$ cat src/rtl/conv_pkg.sv
// Shared constants and FSM state type for the 3x3 sliding-window generator.
package conv_pkg;
    localparam int KERNEL     = 3;
    localparam int WIN_SIZE   = KERNEL * KERNEL;
    localparam int DATA_WIDTH = 8;

    typedef enum logic [1:0] {
        IDLE,
        RUN,
        DONE
    } win_state_t;
endpackage

$ cat src/rtl/conv_window_gen_line_buffer.sv
// Row-delay line: DEPTH-entry shift register, tail is the entry written DEPTH shifts ago.
module line_buffer #(
    parameter int DEPTH = 28,
    parameter int WIDTH = conv_pkg::DATA_WIDTH
) (
    input  logic                    clk,
    input  logic                    shift_en,
    input  logic signed [WIDTH-1:0] din,
    output logic signed [WIDTH-1:0] tail
);
    logic signed [WIDTH-1:0] mem [DEPTH];

    // Contents are never reset; the window generator's counters decide validity.
    always_ff @(posedge clk) begin
        if (shift_en) begin
            mem[0] <= din;
            for (int i = 1; i < DEPTH; i++) begin
                mem[i] <= mem[i-1];
            end
        end
    end

    assign tail = mem[DEPTH-1];
endmodule

$ cat src/rtl/conv_window_gen.sv
// Streaming 3x3 window generator (valid convolution, one frame per start).
// Optional build macro CONV_WIN_STRIDE2_EN selects stride-2 window emission.
module conv_window_gen #(
    parameter int DATA_WIDTH = conv_pkg::DATA_WIDTH,
    parameter int IMG_W      = 28,
    parameter int IMG_H      = 28
) (
    input  logic                         clk,
    input  logic                         rst_n,
    input  logic                         start,
    input  logic                         pix_valid,
    output logic                         pix_ready,
    input  logic signed [DATA_WIDTH-1:0] pix_data,
    output logic                         win_valid,
    input  logic                         win_ready,
    output logic signed [DATA_WIDTH-1:0] win_data [conv_pkg::WIN_SIZE],
    output logic                         win_last,
    output logic                         busy,
    output logic                         done
);
    import conv_pkg::*;

    localparam int NPIX = IMG_W * IMG_H;
    localparam int CW   = $clog2(IMG_W);
    localparam int RW   = $clog2(IMG_H);
    localparam int PW   = $clog2(NPIX + 1);

    win_state_t state, state_nxt;

    logic [CW-1:0] col;
    logic [RW-1:0] row;
    logic [PW-1:0] pix_cnt;
    logic          accept;
    logic          emit;
    logic          last_win;
    logic          last_hs;

    logic signed [DATA_WIDTH-1:0] a_out;
    logic signed [DATA_WIDTH-1:0] b_out;
    logic signed [DATA_WIDTH-1:0] new_col [KERNEL];
    logic signed [DATA_WIDTH-1:0] win_p0 [WIN_SIZE];
    logic                         vld_p0;
    logic                         last_p0;

    assign pix_ready = (state == RUN) && (pix_cnt < PW'(NPIX)) && (!vld_p0 || win_ready);
    assign accept    = pix_valid && pix_ready;

`ifdef CONV_WIN_STRIDE2_EN
    localparam int LAST_R     = 2 + 2 * ((IMG_H - 3) / 2);
    localparam int LAST_C     = 2 + 2 * ((IMG_W - 3) / 2);
    localparam bit LAST_EMITS = (LAST_R == IMG_H - 1) && (LAST_C == IMG_W - 1);

    logic last_pix;

    // (r-2) and (c-2) even is the same as r and c even.
    assign emit     = (row >= RW'(2)) && (col >= CW'(2)) && !row[0] && !col[0];
    assign last_pix = (row == RW'(IMG_H - 1)) && (col == CW'(IMG_W - 1));
    assign last_win = (row == RW'(LAST_R)) && (col == CW'(LAST_C));
    // When the final pixel emits nothing, the frame ends on that pixel's handshake.
    assign last_hs  = LAST_EMITS ? (vld_p0 && win_ready && last_p0) : (accept && last_pix);
`else
    assign emit     = (row >= RW'(2)) && (col >= CW'(2));
    assign last_win = (row == RW'(IMG_H - 1)) && (col == CW'(IMG_W - 1));
    assign last_hs  = vld_p0 && win_ready && last_p0;
`endif

    always_ff @(posedge clk or negedge rst_n) begin
        if (!rst_n) state <= IDLE;
        else        state <= state_nxt;
    end

    always_comb begin
        state_nxt = state;
        case (state)
            IDLE:    if (start) state_nxt = RUN;
            RUN:     if (last_hs) state_nxt = DONE;
            DONE:    state_nxt = IDLE;
            default: state_nxt = IDLE;
        endcase
    end

    assign busy = (state != IDLE);
    assign done = (state == DONE);

    always_ff @(posedge clk or negedge rst_n) begin
        if (!rst_n) begin
            col     <= '0;
            row     <= '0;
            pix_cnt <= '0;
        end else if ((state == IDLE) && start) begin
            col     <= '0;
            row     <= '0;
            pix_cnt <= '0;
        end else if (accept) begin
            pix_cnt <= pix_cnt + PW'(1);
            if (col == CW'(IMG_W - 1)) begin
                col <= '0;
                row <= row + RW'(1);
            end else begin
                col <= col + CW'(1);
            end
        end
    end

    line_buffer #(.DEPTH(IMG_W), .WIDTH(DATA_WIDTH)) u_line_a (
        .clk      (clk),
        .shift_en (accept),
        .din      (pix_data),
        .tail     (a_out)
    );

    line_buffer #(.DEPTH(IMG_W), .WIDTH(DATA_WIDTH)) u_line_b (
        .clk      (clk),
        .shift_en (accept),
        .din      (a_out),
        .tail     (b_out)
    );

    // Rightmost column: oldest row on top.
    assign new_col[0] = b_out;
    assign new_col[1] = a_out;
    assign new_col[2] = pix_data;

    // ---- stage p0: window register and its valid/last qualifiers ----
    always_ff @(posedge clk or negedge rst_n) begin
        if (!rst_n) begin
            for (int k = 0; k < WIN_SIZE; k++) win_p0[k] <= '0;
        end else if (accept) begin
            for (int i = 0; i < KERNEL; i++) begin
                win_p0[KERNEL*i]     <= win_p0[KERNEL*i + 1];
                win_p0[KERNEL*i + 1] <= win_p0[KERNEL*i + 2];
                win_p0[KERNEL*i + 2] <= new_col[i];
            end
        end
    end

    always_ff @(posedge clk or negedge rst_n) begin
        if (!rst_n) begin
            vld_p0  <= 1'b0;
            last_p0 <= 1'b0;
        end else if (accept && emit) begin
            vld_p0  <= 1'b1;
            last_p0 <= last_win;
        end else if (win_ready) begin
            vld_p0  <= 1'b0;
        end
    end

    assign win_valid = vld_p0;
    assign win_last  = last_p0;
    assign win_data  = win_p0;
endmodule

$ cat config.mk
export PLATFORM = sky130hd
export DESIGN_NAME = conv_window_gen
export DESIGN_NICKNAME = d
export VERILOG_FILES = /design/src/rtl/conv_pkg.sv /design/src/rtl/conv_window_gen_line_buffer.sv /design/src/rtl/conv_window_gen.sv
export SDC_FILE = /design/constraint.sdc
export NUM_CORES = 1
export LEC_CHECK = 0
export ABC_AREA = 1
export ABC_CLOCK_PERIOD_IN_PS = 9400
export CAP_MARGIN = 20
export CORE_MARGIN = 2
export CORE_UTILIZATION = 51
export DETAILED_ROUTE_END_ITERATION = 7
export PLACE_DENSITY = 0.65
export RECOVER_POWER = 100
export SLEW_MARGIN = 10
export SYNTH_ARGS = -nofsm -noshare
export SYNTH_HDL_FRONTEND = slang
export SYNTH_SLANG_ARGS = --single-unit
$ cat constraint.sdc
create_clock -name clk -period 9.4 [get_ports clk]
set_input_delay 2.82 -clock clk [delete_from_list [all_inputs] [get_ports clk]]
set_output_delay 2.82 -clock clk [all_outputs]
set_load 0.01 [all_outputs]
==> impl_results.md <==
* Status: finished with violations
* Failing checks: max-capacitance violations, max-slew violations
* Drt initial violations at a little over 600
* I/O Pins at 90
* Die X at 190 µm
* Final setup vio count at 0
* Initial antenna violation count at 0
* Initial core utilization at 51.3%
* Std cell rows at 68
* Power Dens Cells at slightly below 300 nW/µm²
* Sequential fraction of the synthesis area at ~90%
* Overall Power at 6.09 mW
* Gr busiest metal: met1
* Max frequency at 132 MHz
* Total Nets Final at roughly 1.1k
* R2R cell count at 9
* Leak at roughly 7.8 nW
* Max-slew violation count at about 320
* Reg-to-Reg Start: pix_cnt[7]$_DFFE_PN0P_
* CTS Buf Count at 51
* Chip height at ~190 µm
* M3 GR Usage at 3.45%
* Clk sink count at about 540
* Crit path from: win_ready
* Vias at between 7k and 8k
* Remaining antenna violation count after routing at 0
* Max_cap viols at 4
* H-tree Lvls at 2
* Largest buffer count on any clock path at 3
* Largest net degree at the start of global routing at just over 200
* Core area at between 30000 and 40000 µm²
* Min Tclk post-route at 7.60 ns
* Hold_sp: u_line_a.mem[1][35]$_DFFE_PP_
* Area contributors post-synth: edfxtp_1 (76%), dfrtp_1 (14%), nand2_1 (6.1%)
* Via-to-Cell Ratio at between 4 and 5
* Tcrit/Tclk final at between 80% and 90%
* Reg2Reg Setup Slack at around 4.2 ns
* Max-slew headroom at -134%
* Critical Path RT at between 9 and 10 ns
* Slew @ Worst Pin at approximately 3.5 ns
* GRT met1 Usage at 21.0%
* Max FO, Critical Path at 70
* Root Buffer: clkbuf_16
* WS Path Type: in -> reg
* Syn_area_per_cell at between 15 and 20 µm²
* Multi-input gate area in the final layout at around 1500 µm²
* CTS tree: built
* Global-route wire length before repair at 38.3 mm
* Yosys warns at 0
* Cts repair resizes at 0
* Cell variety after synth at 24
* Antenna cells at 0
* Cell Area, Synth at ~18000 µm²
* Share of the synthesized area in the top cell type at between 70% and 80%
* Final core utilization at approximately 60%
* Share of layout cells above drive strength 1 at roughly 7.6%
* Clk pin slew, worst setup/hold paths at about 0.060 ns
* RSZ-0062 raised after global routing: no
* R2R Path End: pix_cnt[4]$_DFFE_PN0P_
* Tot GR Track Use at 13.2%
* Initial DRT Pass Iterations at 6
* CTS Hold Buffers Added at 0
* Register area at about 16000 µm²
* Postcts setup bufs at 0
* Min-delay worst type: reg -> reg
* Critical Path Sink Type: flop
* Met2 usage at 18.2%
* Die area at between 30000 and 40000 µm²
* Number of global-route vias before repair at 7329
* Hold path endpoint: u_line_a.mem[1][43]$_DFFE_PP_
* Fill count at approximately 2.4k
* Wire length per cell at 15.2 µm
* Worst hold margin at between 0.4 and 0.5 ns
* Worst Hold Path Cells at 0
* Crit path arrival time at just over 8 ns
* #FFs+latches synth at about 540
* DPL Wire Length at 11.5 mm
* Final Hold Fails at 0
* Synth Net Count at between 900 and 1k
* Mapped Cells at about 950
* DRC viols at 0
* GRT overflow at 0
* VDD IR max at 0.171 mV
* Yosys top cell by area: edfxtp_1
* Routed WL at around 24 mm
* Final TNS setup at 0 ns
* Port bufs at between 80 and 90
* Syn-to-layout area delta at 17.5%
* Placer congestion estimate at just over 0.7
* CP Launch Type: input port
* Worst Skew at between 0.02 and 0.025 ns
* Skew-Pair Late Insertion Delay at roughly 0.55 ns
## cells in the final DEF, fill, tap and decap left out, drive strengths merged
| cell type | Yosys | routed |
|---|---|---|
| mux2i | 1 | 1 |
| edfxtp | 448 | 448 |
| clkinvlp | 0 | 2 |
| clkdlybuf4s50 | 0 | 1 |
| nor2 | 29 | 29 |
| nand3b | 2 | 2 |
| nand3 | 21 | 21 |
| xor2 | 7 | 7 |
| inv | 21 | 22 |
| nor3 | 2 | 2 |
| buf | 16 | 2 |
| nand4 | 2 | 2 |
| clkinv | 0 | 20 |
| dfrtp | 96 | 96 |
| dlygate4sd3 | 0 | 87 |
| a21oi | 1 | 1 |
| o21ai | 5 | 5 |
| bufinv | 0 | 9 |
| or2 | 1 | 1 |
| clkbuf | 3 | 64 |
| ha | 5 | 5 |
| nand2 | 285 | 285 |
| xnor2 | 2 | 2 |
## critical path, cell delays in order
cell,delay (ns)
dlygate4sd3_1,0.57
nor2_1,0.13
nor2_1,0.07
nand3_1,0.38
clkbuf_1,2.42
nand2_1,0.87
inv_1,0.61
nand2_1,0.10
nand2_1,0.07
## sequential cells by signal, indices dropped and copies added (netlist names)
| register | cells |
|---|---|
| win_data | 72 |
| col | 5 |
| win_valid | 1 |
| u_line_b.mem | 224 |
| row | 5 |
| win_last | 1 |
| u_line_a.mem | 224 |
| pix_cnt | 10 |
| state | 2 |
## worst max path at each step
stage	to
6_report	pix_cnt[4]$_DFFE_PN0P_
5_1_grt	pix_cnt[5]$_DFFE_PN0P_
4_1_cts	pix_ready
3_5_place_dp	pix_ready
3_3_place_gp	pix_ready
2_1_floorplan	u_line_a.mem[0][0]$_DFFE_PP_
## cell families (layout without fill, tap and decap cells)
logic type,after synthesis,after routing,share of synthesized area [%]
fa+ha+maj,5,5,0.356
mux,1,1,0.0569
buf+inv,40,207,1.15
simple gates,342,342,7.69
xor+xnor,9,9,0.448
compound gates,6,6,0.171
flops,544,544,90.1
## area by class of cell
cell class	instances	area share (%)
clock buffer	61	6.45
clock inverter	32	1.88
inverter	21	0.399
multi-input combinational	363	7.31
sequential	544	76.7
tap	455	2.75
timing repair buffer	93	4.51
## report_power, final
| group | switching [mW] | total, mW | internal (mW) | leakage (nW) |
|---|---|---|---|---|
| registers | 0.180 | 3.32 | 3.14 | 5.36 |
| clock network | 0.833 | 2.09 | 1.26 | 0.853 |
| logic | 0.410 | 0.674 | 0.263 | 1.55 |
## cell usage after synthesis
library cell,n
a21oi_1,1
buf_2,11
buf_6,5
clkbuf_1,3
dfrtp_1,96
edfxtp_1,448
ha_1,5
inv_1,18
inv_2,3
mux2i_1,1
nand2_1,284
nand2_2,1
nand3_1,20
nand3_4,1
nand3b_1,2
nand4_1,2
nor2_1,27
nor2_2,1
nor2_4,1
nor3_1,2
o21ai_0,5
or2_2,1
xnor2_1,2
xor2_1,7
## metal layers
| layer | wire, µm | part of all wire [%] | vias up |
|---|---|---|---|
| li1 | - | - | 3615 |
| met1 | 12200 | 51 | 3766 |
| met2 | 9880 | 42 | 168 |
| met3 | 1330 | 5.6 | 36 |
| met4 | 370 | 1.6 | 0 |
| met5 | 0 | 0 | - |
## metrics by stage
stage / instances / setup WS [ns] / cell area (µm²)
2_1_floorplan: 947 / 0.388 / 17600
3_3_place_gp: 1476 / 2.41 / 19000
3_5_place_dp: 1476 / 2.42 / 19000
4_1_cts: 1569 / 2.41 / 20700
5_1_grt: 1569 / 1.21 / 20700
6_report: 1569 / 1.80 / 20700
Power figures use the tool's default switching activity.
